===== src/rtl/memory_access.sv =====
// Y86-64 memory stage: one data-memory transaction per instruction over a req/ack bus,
// stalling upstream while outstanding and reporting SADR for bad addresses or bus timeouts.
module memory_access #(
    parameter int unsigned MEM_BYTES      = 2048,
    parameter int unsigned TIMEOUT_CYCLES = 16
) (
    input  logic        clk_i,
    input  logic        rst_n_i,
    input  logic        in_valid_i,
    input  logic [3:0]  icode_i,
    input  logic [63:0] valE_i,
    input  logic [63:0] valA_i,
    input  logic [3:0]  dstE_i,
    input  logic [3:0]  dstM_i,
    input  logic [2:0]  stat_i,
    output logic        mem_req_o,
    output logic        mem_we_o,
    output logic [63:0] mem_addr_o,
    output logic [63:0] mem_wdata_o,
    input  logic        mem_ack_i,
    input  logic [63:0] mem_rdata_i,
    output logic        busy_o,
    output logic        out_valid_o,
    output logic [63:0] valE_o,
    output logic [63:0] valM_o,
    output logic [3:0]  dstE_o,
    output logic [3:0]  dstM_o,
    output logic [2:0]  m_stat_o
);
    localparam logic [3:0] I_RMMOVQ = 4'h4;
    localparam logic [3:0] I_MRMOVQ = 4'h5;
    localparam logic [3:0] I_CALL   = 4'h8;
    localparam logic [3:0] I_RET    = 4'h9;
    localparam logic [3:0] I_PUSHQ  = 4'hA;
    localparam logic [3:0] I_POPQ   = 4'hB;
    localparam logic [3:0] RNONE    = 4'hF;
    localparam logic [2:0] SAOK     = 3'd1;
    localparam logic [2:0] SADR     = 3'd3;
    localparam int unsigned CNT_W   = $clog2(TIMEOUT_CYCLES + 1);

    typedef enum logic [1:0] {IDLE, REQ, DONE} state_t;

    state_t             state_reg, state_next;
    logic [CNT_W-1:0]   cnt_reg;
    logic               we_reg;
    logic [63:0]        addr_reg, wdata_reg;
    logic               rd_pend_reg;
    logic [63:0]        vale_pend_reg;
    logic [3:0]         dste_pend_reg, dstm_pend_reg;
    logic               out_valid_reg;
    logic [63:0]        vale_reg, valm_reg;
    logic [3:0]         dste_reg, dstm_reg;
    logic [2:0]         stat_reg;

    logic               is_read, is_write, mem_op, addr_legal, accept, start_req, timeout;
    logic [63:0]        addr_dec;
    logic [64:0]        addr_end;
    logic [2:0]         imm_stat;

    always_comb begin
        is_read    = (icode_i == I_MRMOVQ) || (icode_i == I_POPQ) || (icode_i == I_RET);
        is_write   = (icode_i == I_RMMOVQ) || (icode_i == I_PUSHQ) || (icode_i == I_CALL);
        mem_op     = is_read || is_write;
        addr_dec   = ((icode_i == I_POPQ) || (icode_i == I_RET)) ? valA_i : valE_i;
        // 65-bit sum so an address near 2^64 wraps into an illegal result, not a small one
        addr_end   = {1'b0, addr_dec} + 65'd8;
        addr_legal = addr_end <= 65'(MEM_BYTES);
        accept     = in_valid_i && (state_reg == IDLE);
        start_req  = accept && mem_op && (stat_i == SAOK) && addr_legal;
        timeout    = (cnt_reg == CNT_W'(TIMEOUT_CYCLES - 1));
        if (stat_i != SAOK)
            imm_stat = stat_i;
        else if (mem_op)
            imm_stat = SADR;
        else
            imm_stat = SAOK;
    end

    always_ff @(posedge clk_i or negedge rst_n_i) begin
        if (!rst_n_i)
            state_reg <= IDLE;
        else
            state_reg <= state_next;
    end

    always_comb begin
        state_next = state_reg;
        case (state_reg)
            IDLE:    if (start_req) state_next = REQ;
            REQ:     if (mem_ack_i || timeout) state_next = DONE;
            DONE:    state_next = IDLE;
            default: state_next = IDLE;
        endcase
    end

    always_ff @(posedge clk_i or negedge rst_n_i) begin
        if (!rst_n_i) begin
            cnt_reg       <= '0;
            we_reg        <= 1'b0;
            addr_reg      <= '0;
            wdata_reg     <= '0;
            rd_pend_reg   <= 1'b0;
            vale_pend_reg <= '0;
            dste_pend_reg <= RNONE;
            dstm_pend_reg <= RNONE;
            out_valid_reg <= 1'b0;
            vale_reg      <= '0;
            valm_reg      <= '0;
            dste_reg      <= RNONE;
            dstm_reg      <= RNONE;
            stat_reg      <= SAOK;
        end else begin
            out_valid_reg <= 1'b0;
            case (state_reg)
                IDLE: begin
                    if (start_req) begin
                        cnt_reg       <= '0;
                        we_reg        <= is_write;
                        addr_reg      <= addr_dec;
                        wdata_reg     <= valA_i;
                        rd_pend_reg   <= is_read;
                        vale_pend_reg <= valE_i;
                        dste_pend_reg <= dstE_i;
                        dstm_pend_reg <= dstM_i;
                    end else if (accept) begin
                        out_valid_reg <= 1'b1;
                        vale_reg      <= valE_i;
                        valm_reg      <= '0;
                        dste_reg      <= dstE_i;
                        dstm_reg      <= (imm_stat == SAOK) ? dstM_i : RNONE;
                        stat_reg      <= imm_stat;
                    end
                end
                REQ: begin
                    // ack on the final counted cycle still completes normally
                    if (mem_ack_i) begin
                        out_valid_reg <= 1'b1;
                        vale_reg      <= vale_pend_reg;
                        valm_reg      <= rd_pend_reg ? mem_rdata_i : 64'd0;
                        dste_reg      <= dste_pend_reg;
                        dstm_reg      <= dstm_pend_reg;
                        stat_reg      <= SAOK;
                    end else if (timeout) begin
                        out_valid_reg <= 1'b1;
                        vale_reg      <= vale_pend_reg;
                        valm_reg      <= '0;
                        dste_reg      <= dste_pend_reg;
                        dstm_reg      <= RNONE;
                        stat_reg      <= SADR;
                    end else begin
                        cnt_reg <= cnt_reg + 1'b1;
                    end
                end
                default: ;
            endcase
        end
    end

    assign mem_req_o   = (state_reg == REQ);
    assign mem_we_o    = we_reg;
    assign mem_addr_o  = addr_reg;
    assign mem_wdata_o = wdata_reg;
    assign busy_o      = (state_reg != IDLE);
    assign out_valid_o = out_valid_reg;
    assign valE_o      = vale_reg;
    assign valM_o      = valm_reg;
    assign dstE_o      = dste_reg;
    assign dstM_o      = dstm_reg;
    assign m_stat_o    = stat_reg;
endmodule


===== config.mk =====
export PLATFORM = sky130hd
export DESIGN_NAME = memory_access
export DESIGN_NICKNAME = d
export VERILOG_FILES = /design/src/rtl/memory_access.sv
export SDC_FILE = /design/constraint.sdc
export NUM_CORES = 1
export LEC_CHECK = 0
export ABC_AREA = 0
export CAP_MARGIN = 25
export CORE_MARGIN = 8
export CORE_UTILIZATION = 35
export CTS_BUF_LIST = sky130_fd_sc_hd__clkbuf_2 sky130_fd_sc_hd__clkbuf_4 sky130_fd_sc_hd__clkbuf_8
export CTS_CLUSTER_DIAMETER = 30
export CTS_CLUSTER_SIZE = 8
export DETAILED_ROUTE_END_ITERATION = 16
export PLACE_DENSITY = 0.64
export SLEW_MARGIN = 20
export SYNTH_ARGS = -nofsm -noshare
export SYNTH_HDL_FRONTEND = slang
export SYNTH_SLANG_ARGS = --single-unit

===== constraint.sdc =====
create_clock -name clk_i -period 4 [get_ports clk_i]
set_clock_uncertainty 0.1 [all_clocks]
set_input_delay 0.6 -clock clk_i [delete_from_list [all_inputs] [get_ports clk_i]]
set_output_delay 0.6 -clock clk_i [all_outputs]
set_load 0.05 [all_outputs]

Word-level counts from Yosys, hierarchy flattened
Index checks and enable logic that the tools add are counted.
{"block": "totals", "ff_bits": 349, "latchBits": 0, "ramBits": 0, "mem_bits_ro": 0, "in_bits": 211, "elab_cells": 96, "mem_count": 0}
{"block": "op_classes", "add_sub_neg": 2, "n_mul": 0, "div": 0, "order_cmp": 1, "n_eq_ne": 18, "shifts": 0, "mux": 42, "n_bitwise": 0, "n_reduce_logical": 18}
{"op": "$mux 64", "n": 10}
{"op": "$pmux 64 s2", "n": 2}
{"op": "$add 64x4->65 const B", "n": 1}
{"op": "$le 65x12->1 const B", "n": 1}
{"op": "$mux 4", "n": 9}
{"op": "$eq 4x4->1 const B", "n": 4}
{"op": "$pmux 4 s2", "n": 2}
{"op": "$mux 3", "n": 5}
{"op": "$mux 5", "n": 3}
{"op": "$ne 2x2->1 const B", "n": 5}
{"op": "$pmux 5 s2", "n": 1}
{"op": "$eq 4x3->1 const B", "n": 2}
{"op": "$reduce_and 4->1", "n": 2}
{"op": "$logic_or 1x1->1", "n": 7}
{"op": "$eq 3x1->1 const B", "n": 2}
{"op": "$mux 2", "n": 3}
{"op": "$ne 3x1->1 const B", "n": 2}
{"op": "$pmux 3 s2", "n": 1}
{"op": "$add 5x1->5 const B", "n": 1}
{"op": "$eq 5x4->1 const B", "n": 1}
{"op": "$logic_and 1x1->1", "n": 4}
{"op": "$mux 1", "n": 4}
{"op": "$pmux 2 s2", "n": 1}
{"op": "$reduce_and 2->1", "n": 2}
{"op": "5 further kinds", "n": 6}

Logic depth before layout (Yosys ltp)
Gate-level depths: netlist of run 1.
{"block": "depth", "depth_word": 11, "depth_mapped": 23, "ltp_nobuf": 13}

Least setup slack after synthesis of run 1
Ideal clock, no wire load.
{"block": "synth_path", "path_kind": "input-to-reg", "startpoint": "in icode_i[2]", "endpoint": "reg addr_reg[10] (netlist: mem_addr_o[10])", "arrival_ns": 5.403, "path_slack_ns": -1.631, "path_stages": 19, "path_cell_list": "and3b_1 > buf_6 > buf_2 > buf_2 > buf_1 > clkbuf_1 > nand2_1 > nand2_1 > ha_1 > nand3_1 > nor4b_2 > o22ai_1 > or3_1 > o21ba_2 > nor4_1 > nand3_1 > nor3_4 > buf_6 > mux2_1"}
{"block": "synth_between", "word_cells_on_any_way": 19, "classes_between": "add/sub (1); order compare (1); eq/ne (6); mux (1); reduce/logical (10)"}
{"element": "from (decl)", "line": "10", "text": "input logic [3:0] icode_i,"}
{"element": "$eq 4x4->1", "line": "64", "text": "addr_dec = ((icode_i == I_POPQ) || (icode_i == I_RET)) ? valA_i : valE_i;"}
{"element": "$logic_or 1x1->1 (*)", "line": "64"}
{"element": "$mux 64 (*)", "line": "64"}
{"element": "via addr_dec[3]", "line": "56", "text": "logic [63:0] addr_dec;"}
{"element": "$add 64x4->65 (*)", "line": "66", "text": "addr_end = {1'b0, addr_dec} + 65'd8;"}
{"element": "$le 65x12->1 (*)", "line": "67", "text": "addr_legal = addr_end <= 65'(MEM_BYTES);"}
{"element": "$logic_and 1x1->1 (*)", "line": "69", "text": "start_req = accept && mem_op && (stat_i == SAOK) && addr_legal;"}
{"element": "$reduce_and 2->1 (no source line) (*)"}
{"element": "to (signal assigned)", "line": "119", "text": "addr_reg <= addr_dec;"}
{"element": "to (decl)", "line": "46", "text": "logic [63:0] addr_reg, wdata_reg;"}
The timed path passes the listed nets; every way through them passes the cells marked *.
A chain may end at the register's enable or synchronous reset.

Worst setup path after layout of run 1
{"block": "layout_path", "startpoint": "in valE_i[3]", "endpoint": "reg addr_reg[8] (netlist: mem_addr_o[8])"}
{"block": "layout_between", "elab_chain_len": 5}
{"element": "from (decl)", "line": "11", "text": "input logic [63:0] valE_i,"}
{"element": "$mux 64", "line": "64"}
{"element": "$add 64x4->65", "line": "66"}
{"element": "$le 65x12->1", "line": "67"}
{"element": "$logic_and 1x1->1", "line": "69"}
{"element": "$reduce_and 2->1 (no source line)"}
Every way passes these cells.

==> impl_metrics.toml, run 1 <==
[status]
status = "finished clean"

[final_layout]
nFillCells = 4385
ff_latch_area_um2 = 8750
nNetsFinal = 2822
multi_input_area_um2 = 9820
syn_to_final_growth_pct = 61.6
drive_gt1_share_pct = 29.5
design_area_um2 = 30200

[run]
maxCapViolCount = 0

[floorplanning]
dieArea_um2 = 61000
start_util_pct = 35.5
fp.dieH_um = 247
chipWidth_um = 247
boundaryPins = 482
core-area_um2 = 52700
rows = 84

[timing]
setup_viol = 0
period_needed_ns = 3.98
setup_slack_ns = 0.0172
tightest_slew_ns = 0.861
slew_violations = 0
slew_headroom_pct = 42.6
fin_tns_setup_ns = 0
clock.fmax_mhz = 251
final_hold_viol_count = 0
period_share_pct = 99.6

[clock_tree]
cts_buffer_depth = 3
cts_root_buf = "clkbuf_8"
cts_sinks = 349
cts_tree = "built"
numCtsBuffers = 91
clk_pin_slew_ns = 0.06
clk_latency_ns = 0.68
cts_max_level = 3

[critical_path]
r2r_slack_ns = 0.64
crit_fanout = 10
crit_type = "in -> reg"
cp.arrival_ns = 4.45
cp_slowest_stage_delay_ns = 0.55
cp_common_cell = "buf_4"
cp_top_family = "buffers and inverters"
r2r_cells = 11
cp_num_buf_inv = 7
crit_path_top_delay_cell = "clkdlybuf4s50_1"
required_ns = 4.46
cp_cell_sequence = "clkdlybuf4s50_1 -> buf_4 -> nand4_1 -> nor3_4 -> o22ai_4 -> buf_4 -> o31ai_1 -> o21ai_1 -> nor4_2 -> buf_4 -> nand4_1 -> buf_6 -> nor3_4 -> buf_6 -> clkbuf_16 -> mux2_1"
rr_startpoint = "state_reg[0]"
start_kind = "input port"
reg2reg_to = "vale_pend_reg[41]"
endpoint_kind = "flop"

[synth]
yosysWarnings = 0
netlist_area_um2 = 18700
ys_ff_latch = 349
syn_area_per_cell_um2 = 10.5
synthTopCellsByArea = "dfrtp_1 44%, mux2_1 8.3%, mux2i_1 6.3%"
synth_fp_nets = 1988
synth_top_area_share_pct = 44.5
post-synth-top-area-cell = "dfrtp_1"
synth_edf_count = 0
synth.distinct_cells = 79
yosysSeqAreaShare_pct = 46.8
synth_ff_type = "dfrtp_1"
async_flop_share_pct = 100
synthTopCellsByCount = "332 x dfrtp_1, 138 x mux2_1, 118 x mux2i_1"
syn-instance-count = 1774
synth.most_common_cell = "dfrtp_1"

[routing]
num_vias = 18322
wl_per_cell_um = 23.8
routed_wl_mm = 80.2
firstDrtPassIters = 6
drcViolationCount = 0
ant_nets = 0
avgViaCountPerCell = 5.43
drt-initial-drc-count = 1433

[global_route]
grt_pass1_vias = 18591
antenna_found_initial = 8
grt_max_degree = 124
grt_pass1_wl_mm = 117
grt.total_usage_pct = 24.7
grt_overflow = 0

[power]
power_switching_w = 0.00290
seqPwrFrac_pct = 35.2
p_int_w = 0.00753
switching_share_pct = 27.8
clockPowerShare_pct = 50.3
ir_worst_vdd_uv = 221
power.density_nw_per_um2 = 345
power_frac_comb_pct = 14.4
p_leak_nw = 13.1

[placement]
place_area_um2 = 27200
place_congestion = 0.957
pre_cts_slack_ns = -1.18
io_buffers = 481
dp_hpwl_mm = 58.0

[worst_hold_path]
hold_class = "in -> reg"
hp-start = "valA_i[16]"
holdPathEnd = "mem_wdata_o[16]"
worstHoldPathCells = 2
==> power groups by stage <==
stage / Combinational [W] / Sequential [W] / Clock, W
detailed placement: 0.00147 / 0.00373 / 0
global route: 0.00159 / 0.00368 / 0.00555
CTS: 0.00149 / 0.00367 / 0.00536
finish: 0.00151 / 0.00367 / 0.00525
floorplan: 0.000349 / 0.00396 / 0
global placement: 0.00146 / 0.00373 / 0
==> what timing repair did <==
item	in CTS	in global routing
endpoints found under the hold margin	61	0
gates cloned	3	12
pin swaps	8	18
resized for setup	25	64
setup endpoints to repair	346	340
hold buffers	1	0
setup buffers	8	19
==> area by class of cell <==
type                    instances  share of cell area [%]
multi-input cells            1220                    32.5
flip-flops and latches        349                    29.0
repair buffers                874                    27.6
clock buffers                 120                    5.22
well taps                     688                    2.85
clock inverters                48                    1.90
inverters                      72                   0.903
diodes                          4                  0.0332
==> layout by cell type (no fill, tap or decap), types with 58 or more instances in the layout <==
cell type | netlist | routed
o21ai_1 | 56 | 64
mux2_4 | 0 | 128
nand2b_1 | 73 | 73
a22oi_1 | 67 | 67
dfrtp_1 | 332 | 332
o41ai_1 | 70 | 68
clkdlybuf4s50_1 | 0 | 470
and2_1 | 58 | 58
clkbuf_8 | 0 | 108
mux2i_1 | 118 | 117
a31oi_1 | 73 | 73
nand2_1 | 81 | 79
inv_1 | 71 | 71
buf_4 | 3 | 348
==> how the worst max path moves through the flow <==
stage	startpoint	cells past startpoint	to	slack, ns
after floorplan	icode_i[2]	19	mem_addr_o[10]	-0.69
after global placement	icode_i[2]	18	vale_pend_reg[62]	-1.16
after detailed placement	icode_i[2]	18	vale_pend_reg[33]	-1.18
after CTS	valE_i[51]	14	vale_pend_reg[3]	0.01
after global routing	icode_i[2]	17	mem_addr_o[5]	-0.02
final	valE_i[3]	16	mem_addr_o[8]	0.02
==> routing by layer <==
layer | track usage (%) | vias up | part of all wire [%]
met4 | 9.16 | 6 | 2.9
met2 | 39.4 | 742 | 47
li1 | - | 8389 | -
met5 | 0 | - | 0.066
met3 | 5.38 | 138 | 7.2
met1 | 32.6 | 9047 | 43
==> per-stage QoR <==
stage | std cells | utilization [%] | hold slack (ns) | total power, W
global placement | 3163 | 51.6 | 0.368 | 0.00519
finish | 3375 | 57.3 | 0.218 | 0.0104
floorplan | 1774 | - | 0.204 | 0.00431
CTS | 3343 | 56.1 | 0.325 | 0.0105
global route | 3375 | 57.3 | 0.204 | 0.0108
detailed placement | 3163 | 51.6 | 0.370 | 0.00520
==> cells by family after synthesis <==
kind of cell | after synthesis | synth area share, %
AOI/OAI and AO/OA | 405 | 15.4
muxes | 274 | 15.7
xor gates and xnor gates | 24 | 1.12
DFF | 349 | 46.8
and+or+nand+nor | 514 | 15.6
adders and majority gates | 3 | 0.201
buffers and inverters | 205 | 5.10
Note: power is estimated with default switching activity, not from simulation.
==> run 2: changes to the inputs <==
--- a/config.mk
+++ b/config.mk
@@ -6,7 +6,6 @@
 export NUM_CORES = 1
 export LEC_CHECK = 0
 export ABC_AREA = 0
-export CAP_MARGIN = 25
 export CORE_MARGIN = 8
 export CORE_UTILIZATION = 35
 export CTS_BUF_LIST = sky130_fd_sc_hd__clkbuf_2 sky130_fd_sc_hd__clkbuf_4 sky130_fd_sc_hd__clkbuf_8
==> constraint.sdc (replaced) <==
create_clock -name clk_i -period 4 [get_ports clk_i]
set_clock_uncertainty 0.1 [all_clocks]
set_input_delay 0.4 -clock clk_i [delete_from_list [all_inputs] [get_ports clk_i]]
set_output_delay 0.4 -clock clk_i [all_outputs]
set_load 0.05 [all_outputs]
==> impl_metrics.toml, run 2 (same netlist as run 1, synthesis figures left out) <==
[critical_path]
crit_path_top_delay_cell = "clkdlybuf4s50_1"
endpoint_kind = "flop"
cp_cell_sequence = "clkdlybuf4s50_1 -> nand3_1 -> or4b_2 -> o31ai_1 -> nand4_1 -> or3_4 -> a211oi_4 -> and4_4 -> nand3_4 -> buf_12 -> buf_12 -> bufbuf_16 -> and2_1"
cp.depth = 13
cp_slowest_stage_delay_ns = 0.66
r2r_cells = 12
cp_common_cell = "buf_12"
crit_fanout = 50
start_kind = "input port"
cp.arrival_ns = 4.16
cp_num_buf_inv = 4
crit_type = "in -> reg"
required_ns = 4.43
cp_top_family = "simple AND/OR/NAND/NOR gates"

[routing]
wl_per_cell_um = 23.0
drt-initial-drc-count = 1162
firstDrtPassIters = 6
num_vias = 18025
routed_wl_mm = 76.3
avgViaCountPerCell = 5.45
ant_nets = 0
drcViolationCount = 0

[global_route]
grt.total_usage_pct = 24.0
grt_max_degree = 111
grt_overflow = 0
grt_pass1_wl_mm = 115
antenna_found_initial = 11
grt_pass1_vias = 18339

[floorplanning]
chipWidth_um = 247
boundaryPins = 482
core-area_um2 = 52700
rows = 84
fp.dieH_um = 247
dieArea_um2 = 61000
start_util_pct = 35.5

[timing]
period_needed_ns = 3.73
period_share_pct = 93.2
clock.fmax_mhz = 268
slew_headroom_pct = 39.6
setup_viol = 0
fin_tns_setup_ns = 0
final_hold_viol_count = 0
timing.hold.ws_ns = 0.270
setup_slack_ns = 0.272
rsz0062_at_grt = "false"
slew_violations = 0
tightest_slew_ns = 0.907

[final_layout]
syn_to_final_growth_pct = 57.9
nNetsFinal = 2758
final_common_cell = "clkdlybuf4s50_1"
final_cell_mix = "477 x clkdlybuf4s50_1, 332 x dfrtp_1, 313 x buf_4"
nFillCells = 4491
drive_gt1_share_pct = 27.5
ff_latch_area_um2 = 8750
multi_input_area_um2 = 9800
fin_util_pct = 56.0

[placement]
dp_hpwl_mm = 56.8
io_buffers = 481
place_congestion = 0.923
pre_cts_slack_ns = -0.823

[worst_hold_path]
hold_class = "in -> reg"
worstHoldPathCells = 3

[power]
p_leak_nw = 12.7
total_power_w = 0.0105
ir_worst_vdd_uv = 229
power.density_nw_per_um2 = 357

[status]
status = "finished clean"

[clock_tree]
cts_sinks = 349
cts_buffer_depth = 3
cts_root_buf = "clkbuf_8"
cts_max_level = 3
cts_tree = "built"
clk_latency_ns = 0.65
numCtsBuffers = 86
clk_pin_slew_ns = 0.06

[run]
maxCapViolCount = 0
## run 2: area by class of cell
class                   instances  area share [%]
flip-flops and latches        349            29.7
inverters                      72           0.924
clock buffers                 108            4.93
well taps                     688            2.92
clock inverters                50            2.48
multi-input cells            1220            33.2
diodes                          8          0.0678
repair buffers                815            25.8
## run 2: path summary, 6_finish.rpt
| check | from | endpoint | slack [ns] |
|---|---|---|---|
| max | valE_i[47] | mem_addr_o[18] | 0.27 |
| min | mem_rdata_i[49] | valM_o[49] | 0.27 |
| max reg2reg | state_reg[0] | mem_addr_o[18] | 0.85 |
| min reg2reg | mem_addr_o[26] | mem_addr_o[26] | 0.38 |
| max in group asynchronous | rst_n_i | mem_addr_o[6] | 2.52 |
| min in group asynchronous | rst_n_i | valM_o[10] | 0.33 |
## run 2: layer usage
metal  GRT usage, %  vias to the layer above  share of wire (%)
met3           5.93                      144                8.6
met4           9.99                        6                3.3
met5              0                        -              0.054
li1               -                     8282                  -
met2           38.3                      771                 46
met1           30.9                     8822                 42
## run 2: worst min-delay path, stage by stage
cell	delay [ns]
clkdlybuf4s50_1	0.45
a22oi_1	0.06
o21ai_1	0.06
## run 2: report_power, final
part	switching, W	leakage, nW	internal [W]
clock network	0.00186	1.11	0.00353
logic	0.000843	6.97	0.000635
registers	0.0000535	4.63	0.00361
total	0.00276	12.7	0.00777
## run 2: metrics by stage
step,cell area (um^2),std cells
6_report,29500,3310
5_1_grt,29500,3309
4_1_cts,29300,3298
3_5_place_dp,26900,3133
3_3_place_gp,26800,3132
2_1_floorplan,19500,1774
## run 2: timing repair
item	CTS	global route
hold buffers	1	0
endpoints found under the setup margin	183	340
gates resized for setup	15	39
hold endpoints to repair	95	0
buffers inserted	3	4
gates cloned	3	0
pin swaps	4	8
==> run 3: changes to the inputs <==
==> constraint.sdc (replaced) <==
create_clock -name clk_i -period 4.75 [get_ports clk_i]
set_clock_uncertainty 0.1 [all_clocks]
set_input_delay 0.475 -clock clk_i [delete_from_list [all_inputs] [get_ports clk_i]]
set_output_delay 0.475 -clock clk_i [all_outputs]
set_load 0.05 [all_outputs]
==> impl_metrics.toml, run 3 (same netlist as run 1, synthesis figures left out) <==
[placement]
place_congestion = 0.903
io_buffers = 481
pre_cts_slack_ns = -0.541
dp_hpwl_mm = 56.6

[final_layout]
multi_input_area_um2 = 9080
nFillCells = 4653
final_cell_mix = "479 x clkdlybuf4s50_1, 332 x dfrtp_1, 190 x buf_4"
fin_util_pct = 52.5
drive_gt1_share_pct = 17.4
final_common_cell = "clkdlybuf4s50_1"
syn_to_final_growth_pct = 47.9
nNetsFinal = 2633
ff_latch_area_um2 = 8750

[timing]
period_needed_ns = 4.50
clock.fmax_mhz = 222
timing.hold.ws_ns = 0.314
setup_slack_ns = 0.249
period_share_pct = 94.8
slew_violations = 0
setup_viol = 0
final_hold_viol_count = 0
rsz0062_at_grt = "false"
slew_headroom_pct = 25.8
tightest_slew_ns = 1.11

[floorplanning]
rows = 84
fp.dieH_um = 247
dieArea_um2 = 61000
chipWidth_um = 247
core-area_um2 = 52700
start_util_pct = 35.5
boundaryPins = 482

[clock_tree]
cts_max_level = 3
numCtsBuffers = 90
cts_sinks = 349
clk_pin_slew_ns = 0.05
clk_latency_ns = 0.69
cts_tree = "built"
cts_buffer_depth = 3
cts_root_buf = "clkbuf_8"
cts_setup_buffers = 0

[power]
p_leak_nw = 11.6
clockPowerShare_pct = 50.3
ir_worst_vdd_uv = 257
p_int_w = 0.00619
switching_share_pct = 27.2
total_power_w = 0.00850
power_frac_comb_pct = 13.4
power.density_nw_per_um2 = 308
power_switching_w = 0.00231
seqPwrFrac_pct = 36.3

[routing]
num_vias = 17468
routed_wl_mm = 75.2
drcViolationCount = 0
avgViaCountPerCell = 5.48
firstDrtPassIters = 5
wl_per_cell_um = 23.6
drt-initial-drc-count = 1081
ant_nets = 0

[critical_path]
start_kind = "input port"
required_ns = 5.16
crit_fanout = 89
endpoint_kind = "flop"
cp.arrival_ns = 4.91
crit_type = "in -> reg"

[worst_hold_path]
hold_class = "in -> reg"

[global_route]
grt.total_usage_pct = 23.7
grt_pass1_vias = 18272
grt_max_degree = 120
grt_pass1_wl_mm = 113
antenna_found_initial = 7
grt_overflow = 0

[run]
maxCapViolCount = 0

[status]
status = "finished clean"
## run 3: cell count changes in the layout (fill, tap and decap cells not counted), sizes merged, moves of 6 or more
cell / previous run / this run
buf: 332 / 205
clkbuf: 108 / 117
clkinv: 19 / 25
bufinv: 17 / 10
## run 3: through the flow
stage / cells / setup TNS (ns) / cell area (um^2)
5_1_grt: 3183 / 0 / 27600
3_5_place_dp: 3014 / -147.05 / 25500
3_3_place_gp: 3013 / -174.06 / 25500
4_1_cts: 3179 / 0 / 27600
6_report: 3186 / 0 / 27600
2_1_floorplan: 1774 / 0 / 18800
## run 3: per-layer routing
layer / vias to the layer above / share of wire [%] / track usage, %
met1: 8669 / 42 / 29.6
met5: - / 0.055 / 0
met3: 106 / 8.3 / 6.70
met2: 682 / 47 / 39.2
met4: 6 / 2.4 / 8.05
li1: 8005 / - / -
## run 3: timing repair
item,in CTS,in global routing
hold buffers,1,0
endpoints found under the setup margin,0,146
resized for setup,0,1
endpoints found under the hold margin,99,0
## run 3: area by class of cell
type                    count  share of cell area [%]
flip-flops and latches    349                    31.7
repair buffers            686                    23.7
multi-input cells        1220                    32.9
diodes                      7                  0.0634
clock buffers             117                    5.53
inverters                  72                   0.987
well taps                 688                    3.12
clock inverters            47                    2.07
## run 3: final timing paths
check                                     from                end  slack [ns]  depth (start not counted)
worst max-delay path                icode_i[2]    mem_wdata_o[41]        0.25                         18
worst min-delay path            mem_rdata_i[8]          valM_o[8]        0.31                          3
worst max register to register    state_reg[0]    mem_wdata_o[41]        1.27                         10
worst min register to register  mem_addr_o[32]     mem_addr_o[32]        0.38                          1
max in group asynchronous              rst_n_i  vale_pend_reg[37]        2.93                          3
min in group asynchronous              rst_n_i    mem_wdata_o[63]        0.40                          2
## run 3: power by group through the flow
stage / combinational (W) / clock (W) / sequential, W
after global routing: 0.00120 / 0.00454 / 0.00309
after detailed placement: 0.00114 / 0 / 0.00313
after global placement: 0.00113 / 0 / 0.00313
after CTS: 0.00114 / 0.00437 / 0.00309
final: 0.00114 / 0.00428 / 0.00309
after floorplan: 0.000290 / 0 / 0.00334
## run 3: worst max-delay path, cell delays in order
cell and delay (ns):
clkdlybuf4s50_1 0.55, and3b_4 0.38, nand2_1 0.06, nand2_1 0.12, ha_2 0.22, nand3_2 0.13
nor4b_1 0.35, buf_4 0.17, o22ai_1 0.18, buf_4 0.19, nor3_1 0.21, xnor2_1 0.10
nor4_1 0.40, buf_4 0.18, and4_1 0.31, nand3_4 0.16, buf_12 0.27, mux2_1 0.38
